[src/rtl/cpu_pkg.sv]
// Shared CPU definitions: default address/stack sizes and the next-PC
// source select encoding used by the fetch stage.
package cpu_pkg;

  localparam int AW_DEF        = 6;
  localparam int RAS_DEPTH_DEF = 4;

  typedef enum logic [2:0] {
    SEL_HOLD,
    SEL_SEQ,
    SEL_BR,
    SEL_JMP,
    SEL_CALL,
    SEL_RET
  } next_pc_sel_e;

endpackage

[src/rtl/ras_stack.sv]
// Circular return-address stack: once full, a push silently overwrites the
// oldest entry while depth saturates at DEPTH.
module ras_stack
  import cpu_pkg::*;
#(
  parameter int DEPTH = RAS_DEPTH_DEF,
  parameter int AW    = AW_DEF
) (
  input  logic                     clk,
  input  logic                     rst,
  input  logic                     push,
  input  logic                     pop,
  input  logic [AW-1:0]            push_data,
  output logic [AW-1:0]            top,
  output logic [$clog2(DEPTH):0]   depth,
  output logic                     full,
  output logic                     empty
);

  localparam int             PW       = $clog2(DEPTH);
  localparam logic [PW:0]    FULL_CNT = (PW+1)'(DEPTH);
  localparam logic [PW-1:0]  PTR_ONE  = PW'(1);

  logic [AW-1:0] entries [DEPTH];
  logic [PW-1:0] ptr;
  logic [PW-1:0] top_idx;

  // ptr names the next free slot; it wraps naturally because DEPTH is a power of two
  assign top_idx = ptr - PTR_ONE;
  assign top     = entries[top_idx];
  assign full    = (depth == FULL_CNT);
  assign empty   = (depth == '0);

  always_ff @(posedge clk or posedge rst) begin
    if (rst) begin
      ptr   <= '0;
      depth <= '0;
      for (int i = 0; i < DEPTH; i++) begin
        entries[i] <= '0;
      end
    end else if (push) begin
      entries[ptr] <= push_data;
      ptr          <= ptr + PTR_ONE;
      if (!full) begin
        depth <= depth + 1'b1;
      end
    end else if (pop && !empty) begin
      ptr   <= top_idx;
      depth <= depth - 1'b1;
    end
  end

endmodule

[src/rtl/next_pc_unit.sv]
// Next-PC selection: prioritised control decode, address adders and a
// return-address stack with sticky overflow/underflow flags.
module next_pc_unit
  import cpu_pkg::*;
#(
  parameter int RAS_DEPTH = RAS_DEPTH_DEF,
  parameter int AW        = AW_DEF
) (
  input  logic                        clk,
  input  logic                        rst,
  input  logic [AW-1:0]               pc_in,
  input  logic                        stall,
  input  logic                        ret,
  input  logic                        call,
  input  logic                        jump,
  input  logic                        branch_taken,
  input  logic [AW-1:0]               imm,
  output logic [AW-1:0]               target,
  output logic [$clog2(RAS_DEPTH):0]  ras_depth,
  output logic                        ras_full,
  output logic                        ras_empty,
  output logic                        ras_ovf,
  output logic                        ras_unf
);

  localparam logic [AW-1:0] ONE = AW'(1);

  next_pc_sel_e  sel;
  logic [AW-1:0] pc_inc;
  logic [AW-1:0] pc_br;
  logic [AW-1:0] ras_top;
  logic          push;
  logic          pop;

  // Two's-complement offset add wraps modulo 2^AW, which is the sign extension we need
  assign pc_inc = pc_in + ONE;
  assign pc_br  = pc_in + imm;

  always_comb begin
    sel = SEL_SEQ;
    if (stall) begin
      sel = SEL_HOLD;
    end else if (ret) begin
      sel = SEL_RET;
    end else if (call) begin
      sel = SEL_CALL;
    end else if (jump) begin
      sel = SEL_JMP;
    end else if (branch_taken) begin
      sel = SEL_BR;
    end
  end

  always_comb begin
    target = pc_inc;
    unique case (sel)
      SEL_HOLD: target = pc_in;
      SEL_SEQ:  target = pc_inc;
      SEL_BR:   target = pc_br;
      SEL_JMP:  target = imm;
      SEL_CALL: target = imm;
      SEL_RET:  target = ras_empty ? pc_inc : ras_top;
      default:  target = pc_inc;
    endcase
  end

  assign push = (sel == SEL_CALL);
  assign pop  = (sel == SEL_RET) && !ras_empty;

  ras_stack #(
    .DEPTH (RAS_DEPTH),
    .AW    (AW)
  ) u_ras (
    .clk       (clk),
    .rst       (rst),
    .push      (push),
    .pop       (pop),
    .push_data (pc_inc),
    .top       (ras_top),
    .depth     (ras_depth),
    .full      (ras_full),
    .empty     (ras_empty)
  );

  always_ff @(posedge clk or posedge rst) begin
    if (rst) begin
      ras_ovf <= 1'b0;
      ras_unf <= 1'b0;
    end else begin
      if (push && ras_full) begin
        ras_ovf <= 1'b1;
      end
      if ((sel == SEL_RET) && ras_empty) begin
        ras_unf <= 1'b1;
      end
    end
  end

endmodule
[config.mk]
export PLATFORM = sky130hd
export DESIGN_NAME = next_pc_unit
export DESIGN_NICKNAME = d
export VERILOG_FILES = /design/src/rtl/cpu_pkg.sv /design/src/rtl/ras_stack.sv /design/src/rtl/next_pc_unit.sv
export SDC_FILE = /design/constraint.sdc
export NUM_CORES = 1
export LEC_CHECK = 0
export ABC_AREA = 1
export CORE_MARGIN = 5
export CORE_UTILIZATION = 35
export DETAILED_ROUTE_END_ITERATION = 8
export GPL_TIMING_DRIVEN = 1
export RECOVER_POWER = 50
export SLEW_MARGIN = 10
export SYNTH_ARGS = -nofsm -noshare
export SYNTH_HDL_FRONTEND = slang
export SYNTH_SLANG_ARGS = --single-unit
[constraint.sdc]
create_clock -name clk -period 2.45 [get_ports clk]
set_clock_uncertainty 0.2 [all_clocks]
set_input_delay 0.735 -clock clk [delete_from_list [all_inputs] [get_ports clk]]
set_output_delay 0.735 -clock clk [all_outputs]
set_load 0.02 [all_outputs]
======== Word level (Yosys, flattened, before mapping) ========
Cells that the tools add are included.
operators by class
  $add $sub $neg .......................... 6
  order comparisons ....................... 3
  equal/unequal tests ..................... 6
  multiplexer cells ....................... 18
  bitwise operators ....................... 2
  reductions and logical operators ........ 11
operators by type and width
  kind                                                                           count
  24-bit bitwise mux                                                             1
  6-bit 2-to-1 mux                                                               4
  6-bit case mux with 4 select lines                                             1
  3-bit 2-to-1 mux                                                               6
  6-bit binary-select mux with 2-bit select                                      1
  6-bit demux with 2-bit select                                                  1
  3-bit == test (second input constant)                                          3
  2-bit 2-to-1 mux                                                               4
  6-bit by 1-bit adder with 6-bit output (second input constant)                 1
  6-bit adder                                                                    1
  3-bit by 2-bit == test with 1-bit output (second input constant)               2
  3-bit greater-or-equal comparator (second input constant)                      2
  3-bit logical NOT                                                              2
  2-bit NOT with 3-bit output                                                    2
  1-bit logical AND                                                              5
  3-bit by 1-bit adder with 3-bit output (second input constant)                 1
  3-bit by 1-bit less-than comparator with 1-bit output (second input constant)  1
  3-bit by 1-bit subtractor with 3-bit output (second input constant)            1
  2-bit by 1-bit adder with 2-bit output (second input constant)                 1
  2-bit inequality test (second input constant)                                  1
  2-bit AND reduction                                                            1
  2-bit nonzero test                                                             1
  2-bit OR reduction                                                             1
  2-bit by 1-bit subtractor with 2-bit output (second input constant)            1
  1-bit logical NOT                                                              1
word-level totals
  flip-flop bits (word level) ............. 31
  bits of input ports ..................... 19
  output and inout bits ................... 13
  logic and storage cells ................. 54

======== Logic depth before layout (Yosys ltp) ========
Gate-level depths: netlist of the first run.
  word-level depth ........................ 10
  depth in mapped cells ................... 12
  depth with buffers taken out ............ 11

======== By module ========
A second synthesis of the first run with hierarchy kept.
unflattened totals
  cells, all modules ...................... 299
  area, all modules ....................... 2225.9 µm²
modules (own cells, without submodules)
  module        instances  cells each  area an instance (µm²)
  ras_stack     1          167         1441.4
  next_pc_unit  1          132         784.5

======== Least setup slack after synthesis of the first run ========
No wires, ideal clock.
  kind .................................... input-to-output
  start point ............................. in pc_in[0]
  end point ............................... out target[4]
  arrival ................................. 1.874 ns
  required time ........................... 1.515 ns
  setup slack ............................. -0.359 ns
  stages .................................. 7
  path buffers ............................ 0
  path through ............................ ha_1 -> fa_1 -> nand3_1 -> nand2_1 -> a21oi_1 -> o21ai_0 -> nand3_1
on the way
  word-level cells in the longest chain between the ends .. 3
RTL lines
  element                                 line                RTL
  start, declared                         next_pc_unit.sv:11  input logic [AW-1:0] pc_in,
  6-bit by 1-bit adder with 6-bit output  next_pc_unit.sv:36  assign pc_inc = pc_in + ONE;
  6-bit 2-to-1 mux                        next_pc_unit.sv:62  SEL_RET: target = ras_empty ? pc_inc : ras_top;
  6-bit case mux with 4 select lines (*)  next_pc_unit.sv:56  unique case (sel)
  end, declared                           next_pc_unit.sv:18  output logic [AW-1:0] target,
Mark *: on every way between the ends. The rest lies on a longest branch, timed or not.

======== Final worst setup path of the first run ========
  start point ............................. in imm[0]
  end point ............................... out target[2]
on the way
  word-level cells in the longest chain between the ends .. 2
RTL lines
  element                             line                RTL
  start, declared                     next_pc_unit.sv:17  input logic [AW-1:0] imm,
  6-bit adder                         next_pc_unit.sv:37  assign pc_br = pc_in + imm;
  6-bit case mux with 4 select lines  next_pc_unit.sv:56
Every way passes these cells.

==> results_dict.tcl, run 1 <==
set metrics [dict create \
    critical_path_start_end_classification "input pin to output pin" \
    timing.final.crit_share_pct 115 \
    max_cap_viol_count 0 \
    core_area_um2 5990 \
    syn-num-nets 327 \
    root_cell_of_the_clock_tree "sky130_fd_sc_hd__clkbuf_8" \
    yosys.area_share.xor_xnor_pct 1.94 \
    routabilityCongestion 0.818 \
    first_pass_grt_wire_length_um 9950 \
    rows 28 \
    cellPowerDensity_nw_per_um2 970 \
    power.ir.vdd_worst_mv 0.554 \
    setup_tns_ns -2.03 \
    holdBufCountCts 0 \
    synth-adder-area-share_pct 7.53 \
    die_area_um2 7950 \
    timing.final.max_slew_violations 0 \
    grtUsageTotal_pct 16.1 \
    area_contributors_post_synth "sky130_fd_sc_hd__dfrtp_1 35%, sky130_fd_sc_hd__nand2_1 17%, sky130_fd_sc_hd__ha_1 5.7%" \
    cellLeakagePower_nw 1.72 \
    worstSetupStartpointType "input pin" \
    critical_path_arrival_ns 1.89 \
    layout-drive-gt1-share_pct 40.9 \
    final_critical_path_setup_slack_ns -0.374 \
    critPathMaxFanout 2 \
    bufs_and_invs_on_worst_path 2 \
    final_antenna_net_count 0 \
    detailedRoute.firstPassIterationCount 5 \
    detail_route.drc_violations 0 \
    io_pins 32 \
    synthesis.instances 296 \
    route.vias.total 2163 \
    total_power_mw 3.26 \
    report.final.hold_viol_count 0 \
    grt_max_degree 32 \
    cts_buffers 5 \
    final_period_minus_worst_setup_slack_ns 2.82 \
    dp.cells 444 \
    p_switching_mw 1.33 \
    grt_antenna_before_repair 0 \
    synthSimpleGateAreaFrac_pct 36.5 \
    measured_slew_at_the_worst_slew_check_pin_ns 0.772 \
    nNetsFinal 411 \
    clk_transition_reported_paths_ns 0.07 \
    filler_cell_count 558 \
    min_from "ras_ovf" \
    whs_path_depth 1 \
    share_of_cell_area_taken_by_muxes_after_synthesis_pct 0 \
    floorplan.die.height_um 89.1 \
    layout.cells.non_filler 456 \
    flow.area_growth_from_synthesis_pct 53.2 \
    synth_top_area_share_pct 35.4 \
    synth.most_common_cell "sky130_fd_sc_hd__nand2_1" \
    cp.required_ns 1.51 \
    ys_seq_elements 31 \
    asyncSetResetFlopFracSynth_pct 100 \
    initial_core_util_pct 36.6 \
    post_drt_via_cell_ratio 4.74 \
    internal_power_mw 1.93 \
    antenna-diode-count 0 \
    timing.rr.start "u_ras.depth[0]" \
    postSynth.topFlopCell "sky130_fd_sc_hd__dfrtp_1" \
    grt_pass1_vias 2055 \
    yosysSeqAreaShare_pct 35.4 \
    insertion_delay_ns 0.28 \
    switching_share_pct 40.8 \
    grt_overflow_total 0 \
    crit_chain "buf_8 > ha_4 > fa_2 > xor2_1 > a21oi_2 > nand3_2 > buf_6" \
    status "finished with violations" \
    power.combinational.fraction_pct 56.7 \
    syn_area_um2 2190 \
    setup-violations-final 6 \
    critical_path.slowest_cell "sky130_fd_sc_hd__fa_2" \
    crit_family "adder cells" \
    synth_largest_area_cell "sky130_fd_sc_hd__dfrtp_1" \
    htree_levels 2 \
    area_fraction_in_compound_gates_after_synthesis_pct 12.6 \
    clock.fmax_mhz 354 \
    detail_route.iter0.violations 77 \
    main_combinational_cell_family_by_area_after_synthesis "simple AND/OR/NAND/NOR gates" \
    finish.utilization_pct 56.1 \
    largest_stage_delay_worst_path_ns 0.36 \
    rr_worst_depth 6 \
    drt-wirelength-per-cell_um 13.1 \
    ys.warnings.count 0 \
    synth.top_cells.by_count "101 x sky130_fd_sc_hd__nand2_1, 31 x sky130_fd_sc_hd__dfrtp_1, 25 x sky130_fd_sc_hd__o21ai_0, 23 x sky130_fd_sc_hd__nand3_1, 22 x sky130_fd_sc_hd__nor2_1" \
    cts_buffer_depth 2 \
    die_w_um 89.1 \
    timing.slew.headroom_pct 48.5 \
    tritoncts "built" \
    path_length_in_cells_of_the_critical_path 7 \
    holdCritPathClass "flop to flop" \
    io_buffer_count 31 \
    finalWirelength_um 5980 \
    mean_cell_area_of_the_mapped_netlist_um2 7.41 \
    dp.final_hpwl_um 4460 \
    worst_setup_end_kind "output pin" \
    clock_sink_count 31 \
    failed_checks "setup timing" \
    grt_setup_unrepaired "yes" \
    post_synth_num_cell_types 35 \
    synth_edf_count 0 \
    proportion_of_power_drawn_by_flip_flops_and_latches_pct 27.1 \
    power.share.clock_pct 16.2 \
    startpoint "imm[0]" \
]
==> what timing repair did <==
item | 4_1_cts | 5_1_grt
pin swaps | 27 | 26
setup endpoints to repair | 10 | 7
resized for setup | 146 | 39
setup buffers | 2 | 3
==> layer usage <==
metal	routed length, um	global-route usage (%)
met1	2920	23.4
met4	40	4.06
met2	2750	24.5
met3	272	3.32
met5	0	0
==> sequential cells by signal, summed over array words and instances, names as in the netlist <==
register and cells:
u_ras.entries 24, u_ras.depth 3, u_ras.ptr 2, ras_ovf 1, ras_unf 1
==> final timing paths <==
| kind | to | slack [ns] |
|---|---|---|
| min reg2reg | ras_ovf | 0.25 |
| min | ras_ovf | 0.25 |
| max in group asynchronous | u_ras.entries[16] | 0.66 |
| min in group asynchronous | u_ras.ptr[0] | 0.90 |
| max | target[2] | -0.37 |
| max reg2reg | u_ras.ptr[0] | 0.74 |
==> cell families (layout without fill, tap and decap cells) <==
family | Yosys count | count (layout)
flops | 31 | 31
compound gates | 47 | 47
fa+ha+maj | 12 | 12
buf+inv | 33 | 118
xor+xnor | 4 | 4
simple gates | 169 | 169
==> area by class of cell <==
class | instances | area, um^2 | area share [%]
clock buffer | 6 | 82.6 | 2.46
timing repair buffer | 82 | 718 | 21.4
clock inverter | 2 | 35.0 | 1.04
sequential | 31 | 776 | 23.1
tap | 75 | 93.8 | 2.79
inverter | 28 | 120 | 3.58
multi-input combinational | 232 | 1530 | 45.6
==> power by group through the flow <==
| stage | Combinational [mW] | Clock [mW] | Sequential [mW] |
|---|---|---|---|
| 3_3_place_gp | 1.65 | 0 | 0.883 |
| 4_1_cts | 1.76 | 0.534 | 0.880 |
| 5_1_grt | 2.04 | 0.568 | 0.906 |
| 2_1_floorplan | 0.994 | 0 | 0.938 |
| 3_5_place_dp | 1.68 | 0 | 0.887 |
| 6_report | 1.85 | 0.528 | 0.883 |
==> worst register-to-register path: stages, from the launching register on <==
cell and delay (ns):
sky130_fd_sc_hd__dfrtp_1 0.41, sky130_fd_sc_hd__nor3_4 0.31, sky130_fd_sc_hd__inv_1 0.17, sky130_fd_sc_hd__nand2_4 0.14, sky130_fd_sc_hd__buf_4 0.16, sky130_fd_sc_hd__nand2_1 0.07, sky130_fd_sc_hd__xor2_1 0.14
==> per-stage QoR <==
step           cell area (um^2)  hold WS [ns]  worst slack, ns
2_1_floorplan              2290         0.248           -0.161
3_3_place_gp               3010         0.239            -1.29
3_5_place_dp               3010         0.247            -1.31
4_1_cts                    3240         0.262           -0.449
5_1_grt                    3360         0.301           -0.440
6_report                   3360         0.255           -0.374
==> placed cells by master (no fill, tap or decap), types with 5 or more instances in the layout <==
cell / count
sky130_fd_sc_hd__buf_6: 19
sky130_fd_sc_hd__clkbuf_8: 6
sky130_fd_sc_hd__inv_2: 8
sky130_fd_sc_hd__nand2_4: 15
sky130_fd_sc_hd__inv_1: 14
sky130_fd_sc_hd__buf_4: 47
sky130_fd_sc_hd__clkdlybuf4s50_1: 5
sky130_fd_sc_hd__nand3_1: 13
sky130_fd_sc_hd__nand2_1: 85
sky130_fd_sc_hd__nor2_2: 5
sky130_fd_sc_hd__ha_4: 6
sky130_fd_sc_hd__o21ai_0: 23
sky130_fd_sc_hd__dfrtp_1: 31
sky130_fd_sc_hd__nand3_2: 9
sky130_fd_sc_hd__nand2_2: 10
sky130_fd_sc_hd__nor2_1: 16
Note: power is estimated with default switching activity, not from simulation.
==> run 2: changes to the inputs <==
CAP_MARGIN = 20   (was not set)
CTS_BUF_LIST = sky130_fd_sc_hd__clkbuf_16   (was not set)
==> results_dict.tcl, run 2 (synthesis gave the netlist of run 1 again) <==
set metrics [dict create \
    clock_sink_count 31 \
    measured_slew_at_the_worst_slew_check_pin_ns 0.761 \
    power.ir.vdd_worst_mv 0.548 \
    flow.area_growth_from_synthesis_pct 55.0 \
    finish.instance_area_um2 3400 \
    insertion_delay_ns 0.27 \
    first_pass_grt_wire_length_um 10000 \
    proportion_of_power_drawn_by_flip_flops_and_latches_pct 25.8 \
    io_pins 32 \
    switching_share_pct 39.5 \
    layout.cells.non_filler 456 \
    internal_power_mw 2.07 \
    dr_wl_met2_um 2740 \
    holdCritPathClass "flop to flop" \
    grt_setup_unrepaired "yes" \
    cts_buffers 5 \
    filler_cell_count 567 \
    rows 28 \
    finalWirelength_um 5990 \
    tritoncts "built" \
    grt_max_degree 32 \
    post_drt_via_cell_ratio 4.78 \
    final_antenna_net_count 0 \
    die_w_um 89.1 \
    worst_setup_end_kind "output pin" \
    highest_layer "met4" \
    detail_route.drc_violations 0 \
    initial_core_util_pct 36.6 \
    status "finished with violations" \
    grtUsageTotal_pct 16.3 \
    detailedRoute.firstPassIterationCount 4 \
    critical_path_start_end_classification "input pin to output pin" \
    worstSetupStartpointType "input pin" \
    power.share.clock_pct 20.1 \
    dp.cells 444 \
    mostFrequentLayoutCell "sky130_fd_sc_hd__nand2_1" \
    final_cell_mix "83 x sky130_fd_sc_hd__nand2_1, 47 x sky130_fd_sc_hd__buf_4, 31 x sky130_fd_sc_hd__dfrtp_1" \
    critical_path_arrival_ns 1.90 \
    met1Wirelength_um 2960 \
    timing.slew.headroom_pct 49.3 \
    grt_pass1_vias 2056 \
    clk_transition_reported_paths_ns 0.05 \
    max_cap_viol_count 0 \
    floorplan.die.height_um 89.1 \
    grt_overflow_total 0 \
    registers_with_the_most_flip_flops "u_ras.entries (24), u_ras.depth (3), u_ras.ptr (2)" \
    dp.final_hpwl_um 4460 \
    timing.final.max_slew_violations 0 \
    route.vias.total 2181 \
    antenna-diode-count 0 \
    die_area_um2 7950 \
    critPathMaxFanout 2 \
    core_area_um2 5990 \
    htree_levels 2 \
    root_cell_of_the_clock_tree "sky130_fd_sc_hd__clkbuf_16" \
    largest_reg_flops 24 \
    report.final.hold_viol_count 0 \
    routabilityCongestion 0.818 \
    power.combinational.fraction_pct 54.1 \
    final_period_minus_worst_setup_slack_ns 2.83 \
    drt-wirelength-per-cell_um 13.1 \
    layout-drive-gt1-share_pct 41.5 \
    dpl_cell_area_um2 3010 \
    io_buffer_count 31 \
    cellLeakagePower_nw 1.74 \
    failed_checks "setup timing" \
    met3RoutedLength_um 226 \
    cts_buffer_depth 2 \
    timing.final.crit_share_pct 116 \
    clock.fmax_mhz 353 \
    cellPowerDensity_nw_per_um2 1010 \
    grt_antenna_before_repair 0 \
    detail_route.iter0.violations 75 \
    p_switching_mw 1.36 \
    final_critical_path_setup_slack_ns -0.380 \
    nNetsFinal 411 \
    cp.required_ns 1.51 \
    setup-violations-final 6 \
    largest_register "u_ras.entries" \
]
run 2: area by class of cell:
cell class / instances / area (um^2) / area share [%]
sequential: 31 / 776 / 22.8
tap: 75 / 93.8 / 2.76
timing repair buffer: 82 / 702 / 20.7
clock inverter: 3 / 38.8 / 1.14
clock buffer: 5 / 125 / 3.68
inverter: 28 / 120 / 3.53
multi-input combinational: 232 / 1540 / 45.4
run 2: path summary, 6_finish.rpt:
| check | from | to | slack [ns] | depth (start not counted) |
|---|---|---|---|---|
| max in group asynchronous | rst | u_ras.entries[1] | 0.65 | 3 |
| min in group asynchronous | rst | u_ras.ptr[0] | 0.91 | 3 |
| min | ras_ovf | ras_ovf | 0.25 | 1 |
| max | pc_in[0] | target[2] | -0.38 | 7 |
| min reg2reg | ras_ovf | ras_ovf | 0.25 | 1 |
| max reg2reg | u_ras.depth[0] | u_ras.ptr[0] | 0.74 | 6 |
run 2: what timing repair did:
action | 4_1_cts | 5_1_grt
buffers inserted | 2 | 3
pin swaps | 27 | 26
hold buffers | 0 | 0
endpoints found under the setup margin | 10 | 6
endpoints found under the hold margin | 0 | 0
gates resized for setup | 146 | 33
run 2: power by group through the flow:
stage	Clock (mW)	Sequential, mW	Combinational (mW)
floorplan	0	0.938	0.994
global placement	0	0.883	1.65
detailed placement	0	0.887	1.68
CTS	0.701	0.882	1.77
global route	0.730	0.908	2.06
finish	0.690	0.884	1.85
run 2: metrics by stage:
stage                     power [mW]  setup TNS, ns  hold slack, ns  utilization, %  setup WS, ns
after floorplan                 1.93         -0.836           0.248               -        -0.161
after global placement          2.53         -11.21           0.239            50.2         -1.29
after detailed placement        2.56         -12.16           0.247            50.2         -1.31
after CTS                       3.35          -2.16           0.258            54.9        -0.449
after global routing            3.69          -2.47           0.297            56.7        -0.445
final                           3.43          -2.02           0.251            56.7        -0.380
run 2: layer usage:
metal  track usage [%]  vias to the layer above
met5                 0                        -
met4              4.06                        0
met3              3.32                        7
met2              24.4                       36
met1              23.9                     1005
li1                  -                     1133
run 2: critical path, cell delays in order:
cell	delay [ns]
sky130_fd_sc_hd__buf_6	0.10
sky130_fd_sc_hd__ha_4	0.15
sky130_fd_sc_hd__fa_2	0.36
sky130_fd_sc_hd__xor2_1	0.16
sky130_fd_sc_hd__a21oi_1	0.15
sky130_fd_sc_hd__nand3_2	0.10
sky130_fd_sc_hd__buf_6	0.14
